$ cat src/rtl/lfsr_sram_ctrl_pkg.sv
// lfsr_sram_pkg: shared widths and k-mer hash helpers for lfsr_sram_ctrl.
// fold7/fold8 XOR-fold the k-mer into row address and bit index; step
// advances the row address one LFSR step to pick the bucket-counter row.
package lfsr_sram_pkg;

  localparam int KMER_W = 98;
  localparam int ADDR_W = 7;
  localparam int WORD_W = 64;
  localparam int ROW_W  = 256;
  localparam int LANE_W = 8;
  localparam int IDX_W  = 8;

  localparam logic [ADDR_W-1:0] LFSR_TAPS = 7'b110_0000;

  // Bit j collects every k-mer bit whose index is congruent to j mod 7.
  function automatic logic [ADDR_W-1:0] fold7(input logic [KMER_W-1:0] k);
    logic [ADDR_W-1:0] r;
    r = '0;
    for (int i = 0; i < KMER_W; i++) begin
      r[i % ADDR_W] = r[i % ADDR_W] ^ k[i];
    end
    return r;
  endfunction

  // Zero-padding to 104 bits adds nothing to an XOR, so only 98 bits are folded.
  function automatic logic [IDX_W-1:0] fold8(input logic [KMER_W-1:0] k);
    logic [IDX_W-1:0] r;
    r = '0;
    for (int i = 0; i < KMER_W; i++) begin
      r[i % IDX_W] = r[i % IDX_W] ^ k[i];
    end
    return r;
  endfunction

  // Fibonacci step for x^7+x^6+1; an all-zero input stays zero.
  function automatic logic [ADDR_W-1:0] step(input logic [ADDR_W-1:0] a);
    return {a[ADDR_W-2:0], ^(a & LFSR_TAPS)};
  endfunction

endpackage

$ cat src/rtl/lfsr_sram_ctrl_if.sv
// lfsr_sram_ctrl_if: k-mer input, sequencer strobes and both SRAM bank
// data/address buses. master = sequencer/SRAM side, slave = lfsr_sram_ctrl.
interface lfsr_sram_ctrl_if;
  import lfsr_sram_pkg::*;

  logic [KMER_W-1:0] rg_out;
  logic              EN_LFSR;
  logic              EN_LOAD_SRAM;
  logic [WORD_W-1:0] dataout1, dataout2, dataout3, dataout4;
  logic [WORD_W-1:0] dataout_ba;
  logic              OEB1, CSB1, WEB1;
  logic              OEB2, CSB2, WEB2;
  logic [WORD_W-1:0] datain1, datain2, datain3, datain4;
  logic [WORD_W-1:0] datain_ba;
  logic [ADDR_W-1:0] address;
  logic [ADDR_W-1:0] address_ba;

  modport master (
    output rg_out, EN_LFSR, EN_LOAD_SRAM,
    output dataout1, dataout2, dataout3, dataout4, dataout_ba,
    output OEB1, CSB1, WEB1, OEB2, CSB2, WEB2,
    input  datain1, datain2, datain3, datain4, datain_ba,
    input  address, address_ba
  );

  modport slave (
    input  rg_out, EN_LFSR, EN_LOAD_SRAM,
    input  dataout1, dataout2, dataout3, dataout4, dataout_ba,
    input  OEB1, CSB1, WEB1, OEB2, CSB2, WEB2,
    output datain1, datain2, datain3, datain4, datain_ba,
    output address, address_ba
  );

endinterface

$ cat src/rtl/lfsr_sram_ctrl_hash.sv
// lfsr_sram_hash: combinational k-mer hash -> bitmap row, bucket row, bit index.
module lfsr_sram_hash
  import lfsr_sram_pkg::*;
(
  input  logic [KMER_W-1:0] rg_out,
  output logic [ADDR_W-1:0] addr,
  output logic [ADDR_W-1:0] addr_ba,
  output logic [IDX_W-1:0]  bitidx
);

  assign addr    = fold7(rg_out);
  assign addr_ba = step(fold7(rg_out));
  assign bitidx  = fold8(rg_out);

endmodule

$ cat src/rtl/lfsr_sram_ctrl.sv
// lfsr_sram_ctrl: registers the k-mer hash and builds SRAM write data for the
// modify half of a read-modify-write (presence bitmap + bucket counters).
// Build option: define LFSR_SRAM_BA_EN to include the bank-2 counter path;
// without it address_ba/datain_ba are tied to zero.
module lfsr_sram_ctrl
  import lfsr_sram_pkg::*;
(
  input  logic            clk,
  input  logic            reset,
  lfsr_sram_ctrl_if.slave bus
);

  logic [ADDR_W-1:0] hash_addr_p0;
  logic [ADDR_W-1:0] hash_addr_ba_p0;
  logic [IDX_W-1:0]  hash_bitidx_p0;
  logic [ADDR_W-1:0] address_p1;
  logic [IDX_W-1:0]  bitidx_p1;
  logic [ROW_W-1:0]  row_rd_p1;
  logic [ROW_W-1:0]  row_p2;

  lfsr_sram_hash u_hash (
    .rg_out  (bus.rg_out),
    .addr    (hash_addr_p0),
    .addr_ba (hash_addr_ba_p0),
    .bitidx  (hash_bitidx_p0)
  );

  // ---- stage p0 -> p1: capture hash on EN_LFSR ----
  // Row address and bit index follow the k-mer only when EN_LFSR strobes.
  always_ff @(posedge clk or negedge reset) begin
    if (!reset) begin
      address_p1 <= '0;
      bitidx_p1  <= '0;
    end else if (bus.EN_LFSR) begin
      address_p1 <= hash_addr_p0;
      bitidx_p1  <= hash_bitidx_p0;
    end
  end

  assign bus.address = address_p1;

  // ---- stage p1 -> p2: bitmap modify on EN_LOAD_SRAM ----
  // A disabled output stage reads as zero, so the row is built from scratch.
  assign row_rd_p1 = bus.OEB1 ? '0
                   : {bus.dataout4, bus.dataout3, bus.dataout2, bus.dataout1};

  // Bitmap write data only moves in a read phase (CSB1 low, WEB1 high), so it
  // stays stable across the sequencer's write cycle.
  always_ff @(posedge clk or negedge reset) begin
    if (!reset) begin
      row_p2 <= '0;
    end else if (bus.EN_LOAD_SRAM && !bus.CSB1 && bus.WEB1) begin
      row_p2 <= row_rd_p1 | (ROW_W'(1) << bitidx_p1);
    end
  end

  assign bus.datain1 = row_p2[0*WORD_W +: WORD_W];
  assign bus.datain2 = row_p2[1*WORD_W +: WORD_W];
  assign bus.datain3 = row_p2[2*WORD_W +: WORD_W];
  assign bus.datain4 = row_p2[3*WORD_W +: WORD_W];

`ifdef LFSR_SRAM_BA_EN
  logic [ADDR_W-1:0] address_ba_p1;
  logic [WORD_W-1:0] ba_rd_p1;
  logic [WORD_W-1:0] ba_p2;

  // Counter increment that sticks at all-ones instead of wrapping.
  function automatic logic [LANE_W-1:0] sat_inc(input logic [LANE_W-1:0] c);
    return (c == '1) ? c : c + 1'b1;
  endfunction

  // Bump one 8-bit lane of the bucket word, leaving the other lanes alone.
  function automatic logic [WORD_W-1:0] lane_inc(input logic [WORD_W-1:0] w,
                                                 input logic [2:0]        lane);
    logic [WORD_W-1:0] r;
    r = w;
    r[{lane, 3'b000} +: LANE_W] = sat_inc(w[{lane, 3'b000} +: LANE_W]);
    return r;
  endfunction

  // ---- stage p0 -> p1: bucket row ----
  // Bucket row is the hash row advanced one LFSR step.
  always_ff @(posedge clk or negedge reset) begin
    if (!reset) begin
      address_ba_p1 <= '0;
    end else if (bus.EN_LFSR) begin
      address_ba_p1 <= hash_addr_ba_p0;
    end
  end

  assign ba_rd_p1 = bus.OEB2 ? '0 : bus.dataout_ba;

  // ---- stage p1 -> p2: counter modify ----
  // Lane is the top three bits of the bit index; held outside read phases.
  always_ff @(posedge clk or negedge reset) begin
    if (!reset) begin
      ba_p2 <= '0;
    end else if (bus.EN_LOAD_SRAM && !bus.CSB2 && bus.WEB2) begin
      ba_p2 <= lane_inc(ba_rd_p1, bitidx_p1[IDX_W-1 -: 3]);
    end
  end

  assign bus.address_ba = address_ba_p1;
  assign bus.datain_ba  = ba_p2;
`else
  logic unused_ba;
  assign unused_ba      = ^{hash_addr_ba_p0, bus.dataout_ba,
                            bus.OEB2, bus.CSB2, bus.WEB2};
  assign bus.address_ba = '0;
  assign bus.datain_ba  = '0;
`endif

endmodule

$ cat src/flat_wrapper.sv
// flat-port wrapper written by rule: the top's interface ports become plain ports
module lfsr_sram_ctrl_flat import lfsr_sram_pkg::*;
  (clk, reset, bus_rg_out, bus_EN_LFSR, bus_EN_LOAD_SRAM, bus_dataout1, bus_dataout2, bus_dataout3, bus_dataout4, bus_dataout_ba, bus_OEB1, bus_CSB1, bus_WEB1, bus_OEB2, bus_CSB2, bus_WEB2, bus_datain1, bus_datain2, bus_datain3, bus_datain4, bus_datain_ba, bus_address, bus_address_ba);
  lfsr_sram_ctrl_if bus_i ();
  input  logic clk;
  input  logic reset;
  input wire logic [$bits(bus_i.rg_out)-1:0] bus_rg_out;
  input wire logic [$bits(bus_i.EN_LFSR)-1:0] bus_EN_LFSR;
  input wire logic [$bits(bus_i.EN_LOAD_SRAM)-1:0] bus_EN_LOAD_SRAM;
  input wire logic [$bits(bus_i.dataout1)-1:0] bus_dataout1;
  input wire logic [$bits(bus_i.dataout2)-1:0] bus_dataout2;
  input wire logic [$bits(bus_i.dataout3)-1:0] bus_dataout3;
  input wire logic [$bits(bus_i.dataout4)-1:0] bus_dataout4;
  input wire logic [$bits(bus_i.dataout_ba)-1:0] bus_dataout_ba;
  input wire logic [$bits(bus_i.OEB1)-1:0] bus_OEB1;
  input wire logic [$bits(bus_i.CSB1)-1:0] bus_CSB1;
  input wire logic [$bits(bus_i.WEB1)-1:0] bus_WEB1;
  input wire logic [$bits(bus_i.OEB2)-1:0] bus_OEB2;
  input wire logic [$bits(bus_i.CSB2)-1:0] bus_CSB2;
  input wire logic [$bits(bus_i.WEB2)-1:0] bus_WEB2;
  output wire logic [$bits(bus_i.datain1)-1:0] bus_datain1;
  output wire logic [$bits(bus_i.datain2)-1:0] bus_datain2;
  output wire logic [$bits(bus_i.datain3)-1:0] bus_datain3;
  output wire logic [$bits(bus_i.datain4)-1:0] bus_datain4;
  output wire logic [$bits(bus_i.datain_ba)-1:0] bus_datain_ba;
  output wire logic [$bits(bus_i.address)-1:0] bus_address;
  output wire logic [$bits(bus_i.address_ba)-1:0] bus_address_ba;
  assign bus_i.rg_out = bus_rg_out;
  assign bus_i.EN_LFSR = bus_EN_LFSR;
  assign bus_i.EN_LOAD_SRAM = bus_EN_LOAD_SRAM;
  assign bus_i.dataout1 = bus_dataout1;
  assign bus_i.dataout2 = bus_dataout2;
  assign bus_i.dataout3 = bus_dataout3;
  assign bus_i.dataout4 = bus_dataout4;
  assign bus_i.dataout_ba = bus_dataout_ba;
  assign bus_i.OEB1 = bus_OEB1;
  assign bus_i.CSB1 = bus_CSB1;
  assign bus_i.WEB1 = bus_WEB1;
  assign bus_i.OEB2 = bus_OEB2;
  assign bus_i.CSB2 = bus_CSB2;
  assign bus_i.WEB2 = bus_WEB2;
  assign bus_datain1 = bus_i.datain1;
  assign bus_datain2 = bus_i.datain2;
  assign bus_datain3 = bus_i.datain3;
  assign bus_datain4 = bus_i.datain4;
  assign bus_datain_ba = bus_i.datain_ba;
  assign bus_address = bus_i.address;
  assign bus_address_ba = bus_i.address_ba;
  lfsr_sram_ctrl u_core (.clk(clk), .reset(reset), .bus(bus_i));
endmodule
$ cat config.mk
export PLATFORM = sky130hd
export DESIGN_NAME = lfsr_sram_ctrl_flat
export DESIGN_NICKNAME = d
export VERILOG_FILES = /design/src/rtl/lfsr_sram_ctrl_pkg.sv /design/src/rtl/lfsr_sram_ctrl_if.sv /design/src/rtl/lfsr_sram_ctrl_hash.sv /design/src/rtl/lfsr_sram_ctrl.sv /design/src/flat_wrapper.sv
export SDC_FILE = /design/constraint.sdc
export NUM_CORES = 1
export LEC_CHECK = 0
export ABC_CLOCK_PERIOD_IN_PS = 4440
export CORE_AREA = 2 2 300 302
export DETAILED_ROUTE_END_ITERATION = 10
export DIE_AREA = 0 0 302 304
export DONT_BUFFER_PORTS = 1
export PLACE_DENSITY_LB_ADDON = 0.12
export SETUP_SLACK_MARGIN = 0.4
export SYNTH_ARGS = -nofsm -noshare
export SYNTH_HDL_FRONTEND = slang
export SYNTH_HIERARCHICAL = 1
export SYNTH_SLANG_ARGS = --single-unit
$ cat constraint.sdc
create_clock -name clk -period 4.44 [get_ports clk]
set_input_delay 0.222 -clock clk [delete_from_list [all_inputs] [get_ports clk]]
set_output_delay 0.222 -clock clk [all_outputs]
set_load 0.05 [all_outputs]
# Word-level counts from Yosys, hierarchy flattened
# Index checks and enable logic that the tools add are counted.
# word_totals
ram_bits	0
out_inout_bits	334
word_cells	190
mem_bits_ro	0
mem_count	0
regBits	271
inputBits	428
latch_bits	0
# classes
order_cmp	0
addsub	0
eq_ne	0
n_bitwise	182
div	0
n_shift	1
muxes	1
reduce_logical	3
n_mul	0
# ops
operator	n
256-bit 2-to-1 mux	1
256-bit bitwise OR	1
1-bit by 8-bit << shifter with 256-bit output (first input constant)	1
1-bit bitwise XOR	181
1-bit logical AND	2
1-bit zero test	1

# Depth between registers and ports, before layout
# Gate-level depths: netlist (run 1).
# depth
depth_word	13
mapped_depth	6
ltp_nobuf	5

# By module
# The synthesis (run 1) kept the hierarchy.
# by_module_without_submodules
module	instances	seq_area_each_um2	cells_each	area_each_um2
lfsr_sram_ctrl	1	6781.5	1298	12154.2
lfsr_sram_hash	1	0.0	143	1310.0

# Worst setup path after synthesis (run 1)
# OpenSTA, ideal clock, no wires.
# synth_timing
path_kind	in2reg
start	input bus_rg_out[68]
end	register u_core.address_p1[5] (netlist: u_core/bus.address[5])
setup_slack_ns	2.970
arrival_ns	1.345
setup_time_ns	0.125
cell_stages	4
required_time_ns	4.315
cell_sequence	xnor2_1 > xnor3_1 > xnor3_2 > mux2_2
# synth_between
elab_chain_len	5
# synth_rtl
element	line_no	rtl
start: declaration	flat_wrapper.sv:7	input wire logic [$bits(bus_i.rg_out)-1:0] bus_rg_out;
1-bit bitwise XOR (5 in series)	--	
named net u_core.hash_addr_p0[5]	lfsr_sram_ctrl.sv:13	logic [ADDR_W-1:0] hash_addr_p0;
end signal: assignment	lfsr_sram_ctrl.sv:35	address_p1 <= hash_addr_p0;
end: declaration	lfsr_sram_ctrl.sv:16	logic [ADDR_W-1:0] address_p1;
# The timed path passes the listed nets, and every way through them passes these cells.
# A chain may end at the register's enable or synchronous reset.

# Worst setup path in the final report (run 1)
# layout_timing
start	register u_core.bitidx_p1[0]
end	register u_core.row_p2[55]
# layout_between
elab_chain_len	2
# layout_rtl
element	line_no	rtl
start: declaration	lfsr_sram_ctrl.sv:17	logic [IDX_W-1:0] bitidx_p1;
start signal: assignment	lfsr_sram_ctrl.sv:36	bitidx_p1 <= hash_bitidx_p0;
1-bit by 8-bit << shifter with 256-bit output	lfsr_sram_ctrl.sv:53	row_p2 <= row_rd_p1 | (ROW_W'(1) << bitidx_p1);
256-bit bitwise OR	lfsr_sram_ctrl.sv:53	
end signal: assignment	lfsr_sram_ctrl.sv:53	
end: declaration	lfsr_sram_ctrl.sv:19	logic [ROW_W-1:0] row_p2;
# No other way between the ends.

==> flow_metrics.env, run 1 <==
export IMPL_vias_per_cell=4.21
export IMPL_final_nets=2061
export IMPL_instances_no_fill=2828
export IMPL_detailedRoute_firstIterationViolations=852
export IMPL_place_hpwl_um=48300
export IMPL_cts_buffers=38
export IMPL_critPathMaxFanout=8
export IMPL_rrSetupSlack_ns=1.85
export IMPL_gp_congestion=0.786
export IMPL_fp_dieArea_mm2=0.0918
export IMPL_fin_setup_tns_ns=0
export IMPL_cp_data_required_time_ns=4.89
export IMPL_start_util_pct=15.0
export IMPL_status="finished with violations"
export IMPL_drc=0
export IMPL_cts_sink_count=271
export IMPL_areaGrowthSynthToFinish_pct=34.1
export IMPL_peakVddDrop_mv=0.228
export IMPL_num_rows=110
export IMPL_hold_ws_ns=-0.640
export IMPL_drt_wl_total_um=72100
export IMPL_synth_area_mm2=0.0134
export IMPL_drv_slew=0
export IMPL_grt_pass1_wl_um=98500
export IMPL_final_layout_size_suffix_gt1_share_pct=5.57
export IMPL_clkTransAtPathRegs_ns=0.06
export IMPL_root_buffer="clkbuf_16"
export IMPL_grt_pass1_vias=12500
export IMPL_grt_overflow=0
export IMPL_io_buffers=0
export IMPL_worstSetupEndpointType="flop"
export IMPL_min_period_ns=2.59
export IMPL_drt_first_pass_iters=7
export IMPL_worst_slack_ns=1.85
export IMPL_worstMarginPinSlew_ns=1.11
export IMPL_h_tree_depth=2
export IMPL_max_freq_ghz=0.386
export IMPL_crit_type="flop to flop"
export IMPL_arrival_ns=3.04
export IMPL_core_area_mm2=0.0890
export IMPL_start_kind="flop"
export IMPL_fillers=9835
export IMPL_synthCells=1434
export IMPL_placed_area_mm2=0.0143
export IMPL_cts_buffer_depth=3
export IMPL_dp_slack_ns=1.63
export IMPL_dp_cells=2512
export IMPL_ios=762
export IMPL_final_cell_area_mm2=0.0180
export IMPL_skew_ns=0.0189
export IMPL_grt_usage_pct=15.0
export IMPL_tritoncts="done"
export IMPL_grt_antenna_before_repair=2
export IMPL_num_vias=11900
export IMPL_ctsHoldBuffers=257
export IMPL_utilization_pct=20.2
export IMPL_maxCapViolCount=0
export IMPL_violations="negative hold slack"
export IMPL_p_per_area_mw_per_mm2=555
export IMPL_die_y_um=304
export IMPL_relSlewSlack_pct=25.5
export IMPL_hp_class="primary input to async pin"
export IMPL_die_w_um=302
export IMPL_p_leak_nw=6.86
export IMPL_grt_max_degree=272
export IMPL_hold_viol=271
export IMPL_postSynthAreaPerCell_um2=9.34
export IMPL_drtAntennaViolNets=0
export IMPL_clk_latency_ns=0.55
export IMPL_diodes=0
export IMPL_period_share_pct=58.4
export IMPL_finalSetupViolCount=0
export IMPL_grt_setup_unrepaired="no"
export IMPL_total_power_mw=9.97
export IMPL_ys_warn_count=6
export IMPL_wl_per_cell_um=25.5
worst max-delay path: stages (launching register included):
cell     delay (ns)
dfrtp_1        0.46
nor2b_1        0.86
nand2_1        0.77
o22ai_1        0.40
report_power, final:
part           switching [mW]  internal, mW
registers                2.24          2.93
logic                    1.17         0.758
clock network            1.24          1.63
repair_timing:
| action | 4_1_cts | 5_1_grt |
|---|---|---|
| endpoints found under the hold margin | 542 | 271 |
| gates resized for setup | 0 | 0 |
| setup buffers | 0 | 0 |
| endpoints found under the setup margin | 0 | 0 |
metal layers:
layer | routed length, um | vias up | global-route usage [%]
li1 | - | 5326 | -
met5 | 0 | - | 0
met3 | 5660 | 86 | 3.73
met1 | 29100 | 5920 | 18.3
met4 | 1940 | 0 | 4.50
met2 | 35400 | 581 | 25.7
cell type report:
class                      instances  area (um2)  area share [%]
clock buffer                      51        1040            5.79
timing repair buffer             276        2770            15.4
multi-input combinational       1045        5830            32.5
inverter                           1        11.3          0.0627
clock inverter                     8        61.3           0.341
sequential                       271        6780            37.8
tap                             1176        1470            8.19
registers in the layout, summed over array words and instances (netlist names):
register and flops:
u_core/bitidx_p1 8, u_core/bus.address 7, u_core/row_p2 256
path summary, 6_finish.rpt:
check	start	endpoint	cells past startpoint
worst min-delay path	reset	u_core/row_p2[17]	0
max in group asynchronous	reset	u_core/row_p2[113]	0
min in group clk	bus_WEB1	u_core/row_p2[22]	3
worst max register to register	u_core/bitidx_p1[0]	u_core/row_p2[55]	3
worst min register to register	u_core/bitidx_p1[3]	u_core/bitidx_p1[3]	1
worst max-delay path	u_core/bitidx_p1[0]	u_core/row_p2[55]	3
layout by cell type, fill, tap and decap left out, drive strengths merged, types with 3 or more instances in the layout:
| cell | count |
|---|---|
| nor2 | 258 |
| o22ai | 256 |
| nand2 | 32 |
| xor2 | 14 |
| clkbuf | 51 |
| clkinv | 5 |
| nand4b | 3 |
| dfrtp | 271 |
| buf | 19 |
| a21oi | 256 |
| mux2 | 15 |
| xnor2 | 119 |
| inv | 3 |
| and3b | 4 |
| dlygate4sd3 | 257 |
| nor3b | 3 |
| conb | 71 |
No activity file was read; power rests on OpenSTA's default activity.
==> inputs of run 2 (changes only) <==
--- a/config.mk
+++ b/config.mk
@@ -5,7 +5,7 @@
 export SDC_FILE = /design/constraint.sdc
 export NUM_CORES = 1
 export LEC_CHECK = 0
-export ABC_CLOCK_PERIOD_IN_PS = 4440
+export ABC_CLOCK_PERIOD_IN_PS = 2650
 export CORE_AREA = 2 2 300 302
 export DETAILED_ROUTE_END_ITERATION = 10
 export DIE_AREA = 0 0 302 304
==> constraint.sdc (replaced) <==
create_clock -name clk -period 2.65 [get_ports clk]
set_input_delay 0.1325 -clock clk [delete_from_list [all_inputs] [get_ports clk]]
set_output_delay 0.1325 -clock clk [all_outputs]
set_load 0.05 [all_outputs]
==> flow_metrics.env, run 2 (same netlist as run 1, synthesis figures left out) <==
export IMPL_h_tree_depth=2
export IMPL_place_hpwl_um=48800
export IMPL_largest_register_ffs=256
export IMPL_final_layout_size_suffix_gt1_share_pct=7.21
export IMPL_critPathMaxFanout=9
export IMPL_worstSetupEndpointType="flop"
export IMPL_layout_commonest_cell="dfrtp_1"
export IMPL_maxCapViolCount=0
export IMPL_io_buffers=0
export IMPL_instances_no_fill=2855
export IMPL_slowest_delay_ns=0.66
export IMPL_min_period_ns=2.01
export IMPL_drtAntennaViolNets=0
export IMPL_dp_cells=2533
export IMPL_p_leak_nw=7.03
export IMPL_final_cell_area_mm2=0.0183
export IMPL_crit_type="flop to flop"
export IMPL_period_share_pct=75.7
export IMPL_drv_slew=0
export IMPL_grt_usage_pct=14.9
export IMPL_violations="negative hold slack"
export IMPL_vias_per_cell=4.25
export IMPL_start_kind="flop"
export IMPL_fp_dieArea_mm2=0.0918
export IMPL_start_util_pct=15.0
export IMPL_reg2reg_depth=3
export IMPL_cts_buffers=38
export IMPL_num_vias=12100
export IMPL_total_power_mw=17.0
export IMPL_relSlewSlack_pct=23.9
export IMPL_top_register="u_core/row_p2"
export IMPL_arrival_ns=2.47
export IMPL_skew_ns=0.0252
export IMPL_mostFrequentLayoutCells="dfrtp_1 (271), nor2_1 (258), dlygate4sd3_1 (257)"
export IMPL_clkTransAtPathRegs_ns=0.05
export IMPL_grt_pass1_vias=12700
export IMPL_drc=0
export IMPL_fin_setup_tns_ns=0
export IMPL_grt_antenna_before_repair=4
export IMPL_clk_latency_ns=0.56
export IMPL_drt_first_pass_iters=5
export IMPL_placed_area_mm2=0.0145
export IMPL_drt_wl_total_um=71800
export IMPL_num_rows=110
export IMPL_grt_max_degree=272
export IMPL_hp_class="primary input to async pin"
export IMPL_hold_viol=271
export IMPL_detailedRoute_firstIterationViolations=1029
export IMPL_hold_ws_ns=-0.729
export IMPL_final_nets=2082
export IMPL_crit_chain="nor3b_1 -> nand2_1 -> o22ai_1"
export IMPL_grt_pass1_wl_um=97800
export IMPL_grt_overflow=0
export IMPL_areaGrowthSynthToFinish_pct=36.4
export IMPL_core_area_mm2=0.0890
export IMPL_max_freq_ghz=0.499
export IMPL_die_w_um=302
export IMPL_path_buf_inv=0
export IMPL_cts_sink_count=271
export IMPL_wl_per_cell_um=25.1
export IMPL_root_buffer="clkbuf_16"
export IMPL_cp_data_required_time_ns=3.11
export IMPL_peakVddDrop_mv=0.429
export IMPL_tritoncts="done"
export IMPL_utilization_pct=20.5
export IMPL_ios=762
export IMPL_gp_congestion=0.791
export IMPL_grt_setup_unrepaired="no"
export IMPL_status="finished with violations"
export IMPL_ctsHoldBuffers=257
export IMPL_crit_path_top_delay_cell="dfrtp_1"
export IMPL_finalSetupViolCount=0
export IMPL_crit_family="simple AND/OR/NAND/NOR gates"
export IMPL_die_y_um=304
export IMPL_cp_num_cells=3
export IMPL_worstMarginPinSlew_ns=1.14
export IMPL_cts_buffer_depth=3
export IMPL_p_per_area_mw_per_mm2=932
[run 2: cell types whose count changed in the layout (fill, tap and decap cells not counted)]
cell	delta
buf_4	+17
buf_12	+4
clkinv_2	+4
clkbuf_1	-3
clkbuf_8	+3
inv_6	-2
bufinv_16	+1
clkbuf_16	+1
clkinv_8	+1
diode_2	+1
[run 2: layer usage]
| layer | routed length (um) | GRT usage [%] |
|---|---|---|
| met1 | 28200 | 17.6 |
| met2 | 36100 | 26.3 |
| met3 | 5660 | 3.80 |
| met4 | 1810 | 4.36 |
| met5 | 0 | 0 |
[run 2: worst paths after layout]
| path | startpoint | to | slack, ns |
|---|---|---|---|
| worst max register to register | u_core/bitidx_p1[7] | u_core/row_p2[181] | 0.64 |
| min in group clk | bus_OEB1 | u_core/row_p2[4] | 0.03 |
| max in group asynchronous | reset | u_core/row_p2[112] | 2.84 |
| worst min-delay path | reset | u_core/row_p2[193] | -0.73 |
| worst max-delay path | u_core/bitidx_p1[7] | u_core/row_p2[181] | 0.64 |
| worst min register to register | u_core/bitidx_p1[3] | u_core/bitidx_p1[3] | 0.64 |
[run 2: report_power, final]
part / switching (mW) / internal [mW]
clock network: 2.08 / 2.98
registers: 3.72 / 4.91
logic: 2.02 / 1.34
[run 2: what timing repair did]
action	CTS	global route
resized for setup	0	0
setup buffers	0	0
hold endpoints to repair	542	271
[run 2: per-stage QoR]
step	worst slack, ns	hold WS, ns
floorplan	1.22	-0.163
global placement	0.609	-0.155
detailed placement	0.599	-0.156
CTS	0.581	-0.770
global route	0.418	-0.780
finish	0.645	-0.729
[run 2: final cells by class]
cell class | count | area (um2)
fillers | 9836 | 70800
flip-flops and latches | 271 | 6780
multi-input cells | 1045 | 5830
repair buffers | 297 | 2970
well taps | 1176 | 1470
clock buffers | 52 | 1090
clock inverters | 12 | 110
inverters | 1 | 11.3
diodes | 1 | 2.50
==> inputs of run 3 (changes only) <==
--- a/config.mk
+++ b/config.mk
@@ -5,10 +5,11 @@
 export SDC_FILE = /design/constraint.sdc
 export NUM_CORES = 1
 export LEC_CHECK = 0
-export ABC_CLOCK_PERIOD_IN_PS = 2650
-export CORE_AREA = 2 2 300 302
+export ABC_AREA = 1
+export ABC_CLOCK_PERIOD_IN_PS = 2100
+export CORE_AREA = 2 2 295 297
 export DETAILED_ROUTE_END_ITERATION = 10
-export DIE_AREA = 0 0 302 304
+export DIE_AREA = 0 0 297 299
 export DONT_BUFFER_PORTS = 1
 export PLACE_DENSITY_LB_ADDON = 0.12
 export SETUP_SLACK_MARGIN = 0.4
==> constraint.sdc (replaced) <==
create_clock -name clk -period 2.1 [get_ports clk]
set_input_delay 0.105 -clock clk [delete_from_list [all_inputs] [get_ports clk]]
set_output_delay 0.105 -clock clk [all_outputs]
set_load 0.05 [all_outputs]
==> flow_metrics.env, run 3 <==
export IMPL_root_buffer="clkbuf_16"
export IMPL_gp_congestion=0.858
export IMPL_peakVddDrop_mv=0.534
export IMPL_mostFrequentLayoutCells="a21oi_1 (488), dlygate4sd3_1 (300), nor2_1 (281)"
export IMPL_worstMarginPinSlew_ns=0.647
export IMPL_drv_slew=0
export IMPL_p_leak_nw=8.83
export IMPL_use_met3_pct=5.28
export IMPL_cp_data_required_time_ns=2.57
export IMPL_start_util_pct=18.0
export IMPL_vias_per_cell=4.55
export IMPL_p_clk_share_pct=28.8
export IMPL_num_rows=108
export IMPL_final_cell_area_mm2=0.0223
export IMPL_tritoncts="done"
export IMPL_combPwrFrac_pct=27.9
export IMPL_largest_register_ffs=256
export IMPL_hold_viol=271
export IMPL_period_share_pct=82.7
export IMPL_place_hpwl_um=62200
export IMPL_seqPwrFrac_pct=43.4
export IMPL_ios=762
export IMPL_clk_latency_ns=0.55
export IMPL_top_register="u_core/row_p2"
export IMPL_power_switching_mw=11.7
export IMPL_min_period_ns=1.74
export IMPL_layout_commonest_cell="a21oi_1"
export IMPL_h_tree_depth=2
export IMPL_p_per_area_mw_per_mm2=1100
export IMPL_io_buffers=0
export IMPL_drt_first_pass_iters=6
export IMPL_ctsHoldBuffers=301
export IMPL_num_vias=15700
export IMPL_critPathMaxFanout=6
export IMPL_cts_buffers=39
export IMPL_hp_class="primary input to async pin"
export IMPL_maxCapViolCount=0
export IMPL_fillers=9443
export IMPL_grt_pass1_vias=16200
export IMPL_worst_slack_ns=0.362
export IMPL_skew_ns=0.0199
export IMPL_grt_setup_unrepaired="yes"
export IMPL_ys_warn_count=6
export IMPL_synthCells=1960
export IMPL_clkTransAtPathRegs_ns=0.05
export IMPL_relSlewSlack_pct=56.9
export IMPL_gr_usage_met1_pct=21.9
export IMPL_areaGrowthSynthToFinish_pct=43.6
export IMPL_detailedRoute_firstIterationViolations=1339
export IMPL_grt_pass1_wl_um=122000
export IMPL_grt_usage_pct=18.7
export IMPL_worstSetupEndpointType="flop"
export IMPL_placed_area_mm2=0.0173
export IMPL_drc=0
export IMPL_grt_max_degree=272
export IMPL_hold_ws_ns=-0.749
export IMPL_crit_chain="inv_1 -> nor2_4 -> nand4_1 -> nor2_1 -> buf_4 -> nand3_1 -> a21oi_1"
export IMPL_power_share_switching_pct=48.0
export IMPL_final_layout_size_suffix_gt1_share_pct=13.7
export IMPL_power_internal_mw=12.7
export IMPL_grt_overflow=0
export IMPL_slowest_delay_ns=0.43
export IMPL_core_area_mm2=0.0859
export IMPL_multi_input_area_mm2=0.00801
export IMPL_finalSetupViolCount=0
export IMPL_start_kind="flop"
export IMPL_synth_area_mm2=0.0155
export IMPL_status="finished with violations"
export IMPL_crit_path_top_delay_cell="dfrtp_2"
export IMPL_arrival_ns=2.21
export IMPL_wl_per_cell_um=25.1
export IMPL_cts_sink_count=271
export IMPL_postSynthAreaPerCell_um2=7.91
export IMPL_crit_type="flop to flop"
export IMPL_drtAntennaViolNets=0
export IMPL_dp_slack_ns=0.0790
export IMPL_die_w_um=297
export IMPL_grt_busiest_layer="met2"
export IMPL_final_nets=2699
export IMPL_cts_buffer_depth=3
export IMPL_utilization_pct=25.9
export IMPL_drt_wl_total_um=86900
export IMPL_reg2reg_depth=7
export IMPL_die_y_um=299
export IMPL_grt_met2_usage_pct=32.6
export IMPL_crit_start="u_core/bitidx_p1[1]"
export IMPL_fin_setup_tns_ns=0
export IMPL_grt_antenna_before_repair=2
export IMPL_violations="negative hold slack"
export IMPL_max_freq_ghz=0.575
export IMPL_fp_dieArea_mm2=0.0888
export IMPL_rrSetupSlack_ns=0.36
export IMPL_regToRegStartpoint="u_core/bitidx_p1[1]"
export IMPL_register_area_mm2=0.00680
-- run 3: cell types whose count changed in the layout (fill, tap and decap cells not counted), sizes merged, moves of 18 or more --
cell | previous run | this run
a21oi | 256 | 512
o22ai | 256 | 0
nand4 | 1 | 159
nand3 | 1 | 122
buf | 40 | 139
nand2 | 32 | 106
inv | 1 | 58
nor2 | 258 | 315
dlygate4sd3 | 257 | 300
xor2 | 14 | 32
-- run 3: path summary, 6_finish.rpt --
path                                 endpoint
setup / recovery           u_core/row_p2[114]
hold / removal              u_core/row_p2[87]
setup reg to reg           u_core/row_p2[114]
hold reg to reg            u_core/row_p2[228]
max in group asynchronous  u_core/row_p2[166]
min in group clk             u_core/row_p2[8]
-- run 3: worst max-delay path: cells and delay by family, from the launching register on --
family                 cells  cell delay [ns]
buffers and inverters      2             0.30
and+or+nand+nor            4             0.76
DFF                        1             0.43
AOI/OAI and AO/OA          1             0.18
-- run 3: layout make-up --
cell class / count / share of cell area [%]
clock buffer: 55 / 5.15
sequential: 271 / 30.5
clock inverter: 14 / 0.865
multi-input combinational: 1463 / 36.0
antenna: 2 / 0.0225
tap: 1155 / 6.49
inverter: 57 / 1.07
timing repair buffer: 439 / 19.9
-- run 3: power by group through the flow --
stage,Combinational [mW],Sequential [mW],Clock (mW)
floorplan,3.74,10.2,0
global placement,5.88,10.7,0
detailed placement,5.88,10.7,0
CTS,6.52,10.6,7.29
global route,7.36,10.7,7.49
finish,6.80,10.6,7.03
-- run 3: per-stage QoR --
step	total power [mW]	hold slack, ns	instances
after floorplan	13.9	-0.191	2030
after global placement	16.6	-0.183	3064
after detailed placement	16.6	-0.183	3064
after CTS	24.4	-0.792	3442
after global routing	25.6	-0.790	3456
final	24.4	-0.749	3456
-- run 3: what timing repair did --
item,in CTS,in global routing
gates resized for setup,28,94
setup buffers,8,12
hold endpoints to repair,542,271
setup endpoints to repair,166,199
pin swaps,9,26
-- run 3: routing by layer --
metal,share of wire [%],routed length [um],vias to the layer above
met5,0,0,-
met4,3.9,3400,0
met3,7.7,6660,117
met2,50,43300,708
met1,39,33600,7667
li1,-,-,7246
